==> src/rtl/ahfp_pipeline_arbiter.sv <==
// Round-robin issue of two requesters into a fixed-latency, non-stallable pipeline,
// with valid/tag slot tracking, credit limiting and a tagged in-order result FIFO.
module ahfp_pipeline_arbiter #(
    parameter int LATENCY    = 10,
    parameter int FIFO_DEPTH = 16
) (
    input  logic                             clk,
    input  logic                             rst_n,
    input  logic                             a_valid,
    output logic                             a_ready,
    input  logic [31:0]                      a_data,
    input  logic                             b_valid,
    output logic                             b_ready,
    input  logic [31:0]                      b_data,
    output logic [31:0]                      pipe_in,
    input  logic [31:0]                      pipe_out,
    output logic                             res_valid,
    input  logic                             res_ready,
    output logic [31:0]                      res_data,
    output logic                             res_id,
    output logic [$clog2(FIFO_DEPTH+1)-1:0]  inflight,
    output logic                             busy
);
    localparam int CW = $clog2(FIFO_DEPTH + 1);
    localparam int PW = (FIFO_DEPTH > 1) ? $clog2(FIFO_DEPTH) : 1;
    localparam logic [CW:0]   CREDITS  = (CW + 1)'(FIFO_DEPTH);
    localparam logic [CW-1:0] FULL     = CW'(FIFO_DEPTH);
    localparam logic [PW-1:0] LAST_PTR = PW'(FIFO_DEPTH - 1);
    localparam logic          GRANT_A  = 1'b0;
    localparam logic          GRANT_B  = 1'b1;

    logic [LATENCY-1:0] vld;
    logic [LATENCY-1:0] tag;
    logic               last_grant;
    logic [32:0]        mem [FIFO_DEPTH];
    logic [PW-1:0]      wr_ptr;
    logic [PW-1:0]      rd_ptr;
    logic [CW-1:0]      fifo_count;
    logic               can_issue;
    logic               grant_a;
    logic               grant_b;
    logic               issue;
    logic               capture;
    logic               pop;

    // Credits count results that already own a FIFO entry or will need one.
    assign can_issue = ({1'b0, inflight} + {1'b0, fifo_count}) < CREDITS;
    assign grant_a   = a_valid & (~b_valid | (last_grant == GRANT_B));
    assign grant_b   = b_valid & (~a_valid | (last_grant == GRANT_A));
    assign a_ready   = can_issue & grant_a;
    assign b_ready   = can_issue & grant_b;
    assign issue     = a_ready | b_ready;
    assign pipe_in   = a_ready ? a_data : (b_ready ? b_data : 32'h0);

    assign capture   = vld[LATENCY-1];
    assign res_valid = (fifo_count != '0);
    assign pop       = res_valid & res_ready;
    assign res_data  = res_valid ? mem[rd_ptr][31:0] : 32'h0;
    assign res_id    = res_valid & mem[rd_ptr][32];
    assign busy      = (inflight != '0) | res_valid;

    always_ff @(posedge clk or negedge rst_n) begin
        if (!rst_n) begin
            vld        <= '0;
            tag        <= '0;
            last_grant <= GRANT_B;
            inflight   <= '0;
        end else begin
            vld <= {vld[LATENCY-2:0], issue};
            tag <= {tag[LATENCY-2:0], grant_b};
            if (issue) begin
                last_grant <= grant_b;
            end
            if (issue && !capture) begin
                inflight <= inflight + 1'b1;
            end else if (!issue && capture) begin
                inflight <= inflight - 1'b1;
            end
        end
    end

    // Storage is left unreset; the head is masked by res_valid instead.
    always_ff @(posedge clk) begin
        if (capture) begin
            mem[wr_ptr] <= {tag[LATENCY-1], pipe_out};
        end
    end

    always_ff @(posedge clk or negedge rst_n) begin
        if (!rst_n) begin
            wr_ptr     <= '0;
            rd_ptr     <= '0;
            fifo_count <= '0;
        end else begin
            if (capture) begin
                wr_ptr <= (wr_ptr == LAST_PTR) ? '0 : wr_ptr + 1'b1;
            end
            if (pop) begin
                rd_ptr <= (rd_ptr == LAST_PTR) ? '0 : rd_ptr + 1'b1;
            end
            case ({capture, pop})
                2'b10:   fifo_count <= fifo_count + 1'b1;
                2'b01:   fifo_count <= fifo_count - 1'b1;
                default: fifo_count <= fifo_count;
            endcase
        end
    end

    no_fifo_overflow: assert property (@(posedge clk) disable iff (!rst_n)
        !(capture && (fifo_count == FULL)));

endmodule
==> config.mk <==
export PLATFORM = sky130hd
export DESIGN_NAME = ahfp_pipeline_arbiter
export DESIGN_NICKNAME = d
export VERILOG_FILES = /design/src/rtl/ahfp_pipeline_arbiter.sv
export SDC_FILE = /design/constraint.sdc
export NUM_CORES = 1
export LEC_CHECK = 0
export BUFFER_PORTS_ARGS = -buffer_cell sky130_fd_sc_hd__buf_2
export CAP_MARGIN = 20
export CORE_ASPECT_RATIO = 1.5
export CORE_MARGIN = 1.5
export CORE_UTILIZATION = 40
export CTS_CLUSTER_SIZE = 30
export DETAILED_ROUTE_END_ITERATION = 7
export GPL_ROUTABILITY_DRIVEN = 0
export SYNTH_ARGS = -nofsm -noshare
export SYNTH_HDL_FRONTEND = slang
export SYNTH_SLANG_ARGS = --single-unit
==> constraint.sdc <==
create_clock -name clk -period 7.2 [get_ports clk]
set_input_delay 1.08 -clock clk [delete_from_list [all_inputs] [get_ports clk]]
set_output_delay 1.08 -clock clk [all_outputs]
set_load 0.01 [all_outputs]
==> flow_summary_export.csv, run 1 <==
group,metric,value,unit
timing,slew_headroom,0.402,
run_status,status,"finished clean",
pwr,vdd_drop_max,0.466,mV
cells_and_area,nFillCells,4686,
clocking,cts_buffers,51,
timing,max_freq,230,MHz
yosys,synth_edf_count,528,
routing,avgRoutedWirePerCell,23.5,µm
yosys,synth-seq-cells,567,
timing,drv_slew,0,
cells_and_area,layout-drive-gt1-share,0.311,
timing,clock_skew,0.0144,ns
pwr,p_int,7.00,mW
worst_setup_path,r2r_end,"fifo_count[4]$_DFFE_PN0P_",
worst_setup_path,cp_max_fo,81,
yosys,avgSynthCellArea,19.4,µm²
clocking,cts_buffer_depth,3,
cells_and_area,fin_area,0.0263,mm²
routing,met3_length,2400,µm
yosys,synth_ff_type,"edfxtp_1",
routing,dr.pass1.iters,5,
worst_setup_path,critPathSlowestCell,"dfrtp_4",
pwr,power_frac_seq,0.404,
floorplan,coreArea,0.0558,mm²
cells_and_area,layoutNonFillerInstCount,2145,
hold_path,worstHoldStart,"tag[4]$_DFF_PN0_",
floorplan,rows,106,
clocking,cts_setup_buffers,0,
yosys,seq_area_frac_synth,0.744,
worst_setup_path,worstRegToRegCells,11,
grt,antenna_found_initial,6,
floorplan,initial_core_util,0.405,
clocking,cts_root_buffer,"clkbuf_16",
routing,drc,0,
worst_setup_path,cp_num_buf_inv,2,
grt,grt_overflow,0,
worst_setup_path,cpLargestDelayFamily,"multiplexers",
routing,drt_iter0_markers,800,
floorplan,die_y,294,µm
clocking,clock_latency,0.59,ns
clocking,htreeDepth,2,
clocking,cts_sinks,567,
worst_setup_path,cp-start-kind,"register",
placement,place_area,0.0244,mm²
yosys,synth-async-reset-ratio,0.0688,
yosys,netlist_area,0.0226,mm²
timing,setup_viol,0,
placement,portBuffers,174,
pwr,p_sw_frac,0.313,
grt,grt_max_degree,90,
yosys,synth-warning-count,0,
pwr,power_frac_comb,0.315,
timing,worst_pin_slew,0.895,ns
routing,dr_total_vias,11600,
worst_setup_path,r2r_slack,3.50,ns
cells_and_area,areaGrowthSynthToFinish,16.0,%
worst_setup_path,crit_path_end_kind,"output port",
timing,finalHoldViolCount,0,
worst_setup_path,cp.required,6.12,ns
worst_setup_path,critPathArrivalTime,3.26,ns
placement,place_inst,2049,
worst_setup_path,worstSetupPathType,"register to output port",
placement,place_hpwl,27200,µm
routing,routed_wl,50400,µm
grt,grt_pass1_vias,12400,
yosys,yosys.area.top_type,"edfxtp_1",
timing,min_period,4.34,ns
routing,ant_nets,0,
cells_and_area,regArea,0.0168,mm²
yosys,synthCells,1164,
cells_and_area,fin_nets,1468,
run,maxCapViolCount,0,
floorplan,die_x,197,µm
yosys,synthTopCellsByArea,"edfxtp_1 70%, mux4_2 9.4%, mux4_1 4.4%, dfrtp_1 4.2%, nand3_1 2.9%",
worst_setup_path,max_stage_delay,0.72,ns
hold_path,min_to,"tag[5]$_DFF_PN0_",
routing,drt-met1-wl,19700,µm
pwr,clkPwrFrac,0.281,
worst_setup_path,cp_cell_sequence,"buf_12 > mux4_1 > mux2_2 > nand2_1 > nand3_1 > buf_2",
hold_path,holdPathStages,0,
pwr,power_density,388,mW/mm²
timing,period_share,0.603,
routing,drt-vias-per-instance,5.39,
timing,rsz0062_at_grt,"no",
floorplan,die_area,0.0580,mm²
floorplan,pin_count,175,
yosys,yosysUniqueCellTypes,42,
clocking,cts_tree,"done",
routing,top_layer_used,"met5",
yosys,synth_nets,1284,
yosys,synth_top_area_share,0.701,
cells_and_area,final_core_util,0.470,
cells_and_area,multiInputGateArea,0.00555,mm²
pwr,total_power,10.2,mW
grt,grtUsageTotal,0.177,
grt,grt_pass1_wl,75700,µm
clocking,cts_hold_buf,0,
pwr,leakagePower,8.92,nW
pwr,switching_power,3.19,mW
hold_path,worstHoldPathType,"register to register",
clocking,clkTransAtPathRegs,0.06,ns
timing,tns,0,ns
routing,met2_length,27100,µm
worst_setup_path,r2r-start,"fifo_count[0]$_DFFE_PN0P_",
clocking,ctsResizeCount,0,
==> worst max path at each step <==
stage                                     start                  end  cells after the start
final                     rd_ptr[0]$_DFFE_PN0P_          res_data[2]                      6
after global routing      rd_ptr[0]$_DFFE_PN0P_         res_data[21]                      6
after CTS                 rd_ptr[0]$_DFFE_PN0P_          res_data[2]                      6
after detailed placement                a_valid          pipe_in[23]                      8
after global placement                  a_valid          pipe_in[23]                      8
after floorplan           wr_ptr[0]$_DFFE_PN0P_  mem[0][0]$_DFFE_PP_                      4
==> layout make-up <==
cell class / count / share of cell area
tap: 756 / 0.0360
antenna: 1 / 0.0000953
inverter: 10 / 0.00143
clock buffer: 59 / 0.0497
timing repair buffer: 200 / 0.0428
multi-input combinational: 518 / 0.211
sequential: 567 / 0.641
clock inverter: 34 / 0.0173
==> stage by stage <==
step | hold WS (ns) | worst slack, ns
floorplan | 0.331 | 3.71
global placement | 0.332 | 3.20
detailed placement | 0.335 | 3.12
CTS | 0.348 | 2.76
global route | 0.356 | 2.66
finish | 0.348 | 2.86
==> per-layer routing <==
layer  vias to the layer above  track usage
li1                       5104            -
met1                      6012        0.213
met2                       338        0.327
met3                        90       0.0277
met4                         8       0.0499
met5                         -            0
==> worst register-to-register path, delay by kind of cell (launching register included) <==
| kind | cells | cell delay, ns |
|---|---|---|
| and+or+nand+nor | 4 | 1.29 |
| adders and majority gates | 2 | 0.64 |
| DFF | 1 | 0.44 |
| buffers and inverters | 2 | 0.50 |
| AOI/OAI and AO/OA | 3 | 0.68 |
==> power by group through the flow <==
stage | Combinational, mW | Clock (mW) | Sequential [mW]
global route | 3.50 | 3.02 | 4.16
floorplan | 2.31 | 0 | 4.05
detailed placement | 3.23 | 0 | 4.19
finish | 3.21 | 2.86 | 4.12
global placement | 3.21 | 0 | 4.18
CTS | 3.24 | 2.91 | 4.12
==> synthesized netlist by cell type (all sizes together), types with 2 or more instances <==
| cell type | number |
|---|---|
| edfxtp | 528 |
| nand3 | 133 |
| mux4 | 132 |
| nand2 | 86 |
| a21oi | 39 |
| clkbuf | 38 |
| dfrtp | 38 |
| mux2 | 36 |
| buf | 31 |
| nor2 | 18 |
| ha | 17 |
| inv | 10 |
| o21ai | 10 |
| nor3 | 9 |
| xnor2 | 6 |
| a21o | 4 |
| xor2 | 3 |
| fa | 2 |
| nand2b | 2 |
| nor2b | 2 |
| o311ai | 2 |
| or3 | 2 |
==> placed cells by master (no fill, tap or decap), types with 35 or more instances in the layout <==
master and instances:
edfxtp_1 528, buf_2 174, dfrtp_1 35, a21oi_1 38, nand2_1 85, nand3_1 133, mux4_2 94, mux4_1 38
mux2_2 36, clkbuf_16 51
==> flip-flops by register name, summed over array words and instances, names as in the netlist <==
register    count
fifo_count      5
vld            10
inflight        5
rd_ptr          4
mem           528
tag            10
wr_ptr          4
last_grant      1
==> cells by family after synthesis <==
kind of cell / after synthesis / synth area share
and+or+nand+nor: 257 / 0.0520
adders and majority gates: 19 / 0.0112
muxes: 169 / 0.156
xor gates and xnor gates: 9 / 0.00348
buffers and inverters: 79 / 0.0174
AOI/OAI and AO/OA: 64 / 0.0161
DFF: 567 / 0.744
Note: power is estimated with default switching activity, not from simulation.
==> inputs of run 2 (changes only) <==
==> constraint.sdc (replaced) <==
create_clock -name clk -period 3.85 [get_ports clk]
set_input_delay 0.5775 -clock clk [delete_from_list [all_inputs] [get_ports clk]]
set_output_delay 0.5775 -clock clk [all_outputs]
set_load 0.01 [all_outputs]
==> run 2 against run 1 <==
Effect of this change:
- power grew 83%
- setup slack got worse by 2.6 ns
- final cell count rose by 0.47%
- wire length down 1.4%
- flip-flop and latch count unchanged
- cell area decreased by 0.31%
- global-route usage fell by 0.17 points
- critical path depth is the same
- combinational power is 88% higher
- non-clock buffer count grew 12
- critical endpoint is now res_data[31]
- largest cell class unchanged
- highest routed layer unchanged
==> flow_summary_export.csv, run 2 (same netlist as run 1, synthesis figures left out) <==
group,metric,value,unit
run_status,status,"finished clean",
cells_and_area,reg_top3,"mem (528), tag (10), vld (10)",
cells_and_area,antenna_cells,0,
clocking,cts_buffer_depth,3,
worst_setup_path,worstSetupPathType,"register to output port",
clocking,cts_sinks,567,
timing,max_freq,281,MHz
worst_setup_path,r2r-start,"inflight[2]$_DFFE_PN0P_",
worst_setup_path,cp-start-kind,"register",
floorplan,die_x,197,µm
worst_setup_path,cp_max_fo,32,
hold_path,worstHoldPathType,"input pin to async pin",
run,maxCapViolCount,0,
grt,grt_max_degree,71,
worst_setup_path,r2r_slack,0.48,ns
worst_setup_path,cp_cell_sequence,"buf_12 > mux4_1 > mux2_2 > nand2_1 > nand3_1 > buf_2",
clocking,ctsResizeCount,0,
floorplan,die_area,0.0580,mm²
clocking,htreeDepth,2,
routing,dr_total_vias,11600,
timing,tns,0,ns
placement,place_area,0.0246,mm²
cells_and_area,layout-drive-gt1-share,0.313,
timing,drv_slew,0,
timing,rsz0062_at_grt,"no",
placement,portBuffers,174,
floorplan,pin_count,175,
routing,drt_iter0_markers,836,
worst_setup_path,critPathArrivalTime,2.98,ns
clocking,cts_buffers,52,
timing,slew_headroom,0.390,
timing,worst_pin_slew,0.916,ns
cells_and_area,largest_reg_flops,528,
pwr,p_sw_frac,0.319,
cells_and_area,areaGrowthSynthToFinish,15.7,%
pwr,clkPwrFrac,0.263,
timing,min_period,3.56,ns
cells_and_area,final_cell_mix,"528 x edfxtp_1, 174 x buf_2, 133 x nand3_1, 94 x mux4_2, 85 x nand2_1",
worst_setup_path,critPathSlowestCell,"dfrtp_4",
cells_and_area,final_common_cell,"edfxtp_1",
timing,clock_skew,0.0139,ns
worst_setup_path,crit_path_end_kind,"output port",
worst_setup_path,cp.required,3.27,ns
timing,whs,0.104,ns
routing,drt-vias-per-instance,5.39,
pwr,power_frac_seq,0.412,
worst_setup_path,worstSetupPathDepth,6,
timing,finalHoldViolCount,0,
routing,avgRoutedWirePerCell,23.1,µm
cells_and_area,top_register,"mem",
clocking,clock_latency,0.59,ns
timing,period_share,0.924,
worst_setup_path,cp_num_buf_inv,2,
floorplan,rows,106,
cells_and_area,fin_area,0.0262,mm²
clocking,clkTransAtPathRegs,0.07,ns
worst_setup_path,r2r_end,"inflight[4]$_DFFE_PN0P_",
worst_setup_path,cpLargestDelayFamily,"multiplexers",
cells_and_area,fin_nets,1481,
pwr,vdd_drop_max,0.630,mV
routing,drc,0,
floorplan,die_y,294,µm
routing,ant_nets,0,
pwr,p_int,12.7,mW
worst_setup_path,worstRegToRegCells,11,
grt,grt_pass1_vias,12400,
pwr,leakagePower,8.91,nW
placement,place_hpwl,28400,µm
clocking,cts_root_buffer,"clkbuf_16",
clocking,cts_tree,"done",
grt,grt_pass1_wl,75500,µm
timing,setup_viol,0,
grt,grt_overflow,0,
pwr,power_density,712,mW/mm²
floorplan,initial_core_util,0.405,
routing,routed_wl,49700,µm
pwr,power_frac_comb,0.325,
pwr,switching_power,5.95,mW
clocking,cts_hold_buf,0,
routing,dr.pass1.iters,5,
grt,antenna_found_initial,3,
floorplan,coreArea,0.0558,mm²
worst_setup_path,max_stage_delay,0.65,ns
clocking,cts_setup_buffers,0,
grt,grtUsageTotal,0.176,
[run 2: layout make-up]
cell class	count	area [µm²]
Clock buffer	56	1320
Clock inverter	36	282
Fill cell	4723	29700
Inverter	10	37.5
Multi-Input combinational cell	518	5540
Sequential cell	567	16800
Tap cell	756	946
Timing Repair Buffer	212	1220
[run 2: power by group through the flow]
| stage | clock network [mW] | logic, mW | registers (mW) |
|---|---|---|---|
| global placement | 0 | 6.12 | 7.79 |
| finish | 4.90 | 6.05 | 7.67 |
| detailed placement | 0 | 6.18 | 7.82 |
| CTS | 5.01 | 6.21 | 7.69 |
| floorplan | 0 | 4.31 | 7.57 |
| global route | 5.24 | 6.62 | 7.74 |
[run 2: layer usage]
metal  GRT usage  routed length (µm)  vias up
li1            -                   -     5120
met1       0.210               18900     6072
met2       0.324               27100      346
met3      0.0281                2520       72
met4      0.0514                1130        4
met5           0                  22        -
[run 2: worst max path at each step]
stage | start | to
floorplan | wr_ptr[0]$_DFFE_PN0P_ | mem[0][0]$_DFFE_PP_
global placement | inflight[2]$_DFFE_PN0P_ | inflight[4]$_DFFE_PN0P_
detailed placement | inflight[2]$_DFFE_PN0P_ | inflight[4]$_DFFE_PN0P_
CTS | rd_ptr[0]$_DFFE_PN0P_ | res_data[10]
global route | fifo_count[0]$_DFFE_PN0P_ | res_data[31]
finish | rd_ptr[0]$_DFFE_PN0P_ | res_data[31]
[run 2: stage by stage]
step	worst slack [ns]	util	total power [mW]	instances
floorplan	0.358	-	11.9	1164
global placement	0.674	0.440	13.9	2063
detailed placement	0.611	0.440	14.0	2063
CTS	0.229	0.469	18.9	2155
global route	0.127	0.469	19.6	2155
finish	0.294	0.469	18.6	2155
[run 2: worst reg2reg max path, cell delays in order, from the launching register on]
cell and delay (ns):
dfrtp_1 0.42, ha_1 0.33, and4_1 0.20, o21ai_0 0.29, nand2_1 0.12, nor2_1 0.16, ha_1 0.22, inv_1 0.14
fa_1 0.43, a21o_1 0.22, a2111oi_0 0.55, o31ai_1 0.16
==> inputs of run 3 (changes only) <==
--- a/config.mk
+++ b/config.mk
@@ -9,7 +9,7 @@
 export CAP_MARGIN = 20
 export CORE_ASPECT_RATIO = 1.5
 export CORE_MARGIN = 1.5
-export CORE_UTILIZATION = 40
+export CORE_UTILIZATION = 35
 export CTS_CLUSTER_SIZE = 30
 export DETAILED_ROUTE_END_ITERATION = 7
 export GPL_ROUTABILITY_DRIVEN = 0
==> run 3 against run 2 <==
Effect of this change:
- register-to-register slack gained 0.14 ns
- clock skew grew 0.0015 ns
- sequential share of layout area grew 0.10 points
- worst hold slack gained 0.028 ns
- first-iteration DRC count grew 2.0%
- cell area shrank 0.16%
- largest power group unchanged
- highest routed layer unchanged
==> flow_summary_export.csv, run 3 (same netlist as run 1, synthesis figures left out) <==
group,metric,value,unit
cells_and_area,layout-drive-gt1-share,0.309,
worst_setup_path,cp-start-kind,"register",
cells_and_area,areaGrowthSynthToFinish,15.5,%
placement,portBuffers,174,
clocking,ctsResizeCount,0,
timing,slew_headroom,0.380,
worst_setup_path,critPathArrivalTime,2.97,ns
timing,min_period,3.55,ns
timing,finalHoldViolCount,0,
routing,avgRoutedWirePerCell,22.7,µm
routing,routed_wl,50000,µm
timing,tns,0,ns
routing,ant_nets,0,
pwr,leakagePower,8.85,nW
clocking,cts_root_buffer,"clkbuf_16",
grt,grt_overflow,0,
clocking,cts_setup_buffers,0,
worst_setup_path,crit_path_end_kind,"output port",
worst_setup_path,cp_num_buf_inv,2,
clocking,cts_tree,"done",
timing,max_freq,282,MHz
worst_setup_path,cp.required,3.27,ns
cells_and_area,final_cell_mix,"528 x edfxtp_1, 174 x buf_2, 133 x nand3_1, 94 x mux4_2, 85 x nand2_1",
worst_setup_path,cp_cell_sequence,"buf_4 > mux4_1 > mux2_2 > nand2_1 > nand3_1 > buf_2",
timing,rsz0062_at_grt,"no",
clocking,clock_latency,0.57,ns
floorplan,die_y,314,µm
timing,clock_skew,0.0154,ns
floorplan,die_area,0.0662,mm²
cells_and_area,final_common_cell,"edfxtp_1",
routing,drt_iter0_markers,853,
clocking,cts_hold_buf,0,
worst_setup_path,critPathSlowestCell,"dfrtp_4",
clocking,htreeDepth,2,
floorplan,pin_count,175,
placement,place_hpwl,28000,µm
clocking,clkTransAtPathRegs,0.06,ns
cells_and_area,largest_reg_flops,528,
clocking,cts_buffers,48,
floorplan,coreArea,0.0642,mm²
grt,grt_pass1_vias,12400,
clocking,cts_buffer_depth,3,
worst_setup_path,worstSetupPathType,"register to output port",
pwr,vdd_drop_max,0.675,mV
timing,worst_pin_slew,0.930,ns
routing,dr.pass1.iters,4,
timing,fin_ws,0.305,ns
routing,dr_total_vias,11500,
timing,drv_slew,0,
routing,drt-vias-per-instance,5.24,
cells_and_area,top_register,"mem",
placement,place_area,0.0246,mm²
timing,setup_viol,0,
grt,grtUsageTotal,0.153,
hold_path,worstHoldPathType,"input pin to async pin",
run_status,status,"finished clean",
cells_and_area,fin_nets,1478,
run,maxCapViolCount,0,
grt,grt_max_degree,71,
pwr,power_density,706,mW/mm²
floorplan,rows,114,
timing,period_share,0.921,
grt,grt_pass1_wl,76000,µm
grt,antenna_found_initial,7,
cells_and_area,reg_top3,"mem (528), tag (10), vld (10)",
floorplan,die_x,211,µm
worst_setup_path,cp_max_fo,31,
pwr,total_power,18.5,mW
floorplan,initial_core_util,0.353,
worst_setup_path,max_stage_delay,0.82,ns
worst_setup_path,cpLargestDelayFamily,"multiplexers",
clocking,cts_sinks,567,
placement,place_ws,0.626,ns
routing,drc,0,
cells_and_area,fin_area,0.0261,mm²
-- run 3: cell type report --
cell class	instances	area [µm²]
inverter	10	37.5
multi-input combinational	518	5540
antenna	1	2.50
timing repair buffer	213	1210
fill	5713	38100
tap	812	1020
sequential	567	16800
clock buffer	59	1260
clock inverter	25	224
-- run 3: power breakdown --
group,internal [mW],total [mW],switching [mW]
clock network,2.60,4.70,2.10
registers,7.28,7.70,0.421
logic,2.74,6.05,3.31
-- run 3: final timing paths --
kind                                                end  slack [ns]                     from  cells past startpoint
worst max register to register  inflight[4]$_DFFE_PN0P_        0.62  inflight[2]$_DFFE_PN0P_                     11
min in group clk                  rd_ptr[2]$_DFFE_PN0P_        0.31                res_ready                      3
worst max-delay path                       res_data[23]        0.30    rd_ptr[0]$_DFFE_PN0P_                      6
max in group asynchronous         rd_ptr[0]$_DFFE_PN0P_        3.07                    rst_n                      1
worst min-delay path                   tag[2]$_DFF_PN0_        0.13                    rst_n                      1
worst min register to register         tag[8]$_DFF_PN0_        0.35         tag[7]$_DFF_PN0_                      0
-- run 3: layer usage --
layer / wire [µm] / vias to the layer above / GRT usage
met4: 1060 / 10 / 0.0403
met5: 68 / - / 0
met1: 19400 / 6030 / 0.182
met2: 26900 / 319 / 0.285
met3: 2560 / 72 / 0.0267
li1: - / 5113 / -
-- run 3: stage by stage --
stage | hold slack, ns | std cells | util
after floorplan | 0.282 | 1164 | -
after CTS | 0.145 | 2204 | 0.407
after global routing | 0.200 | 2204 | 0.407
final | 0.132 | 2205 | 0.407
after global placement | 0.334 | 2120 | 0.384
after detailed placement | 0.335 | 2120 | 0.384
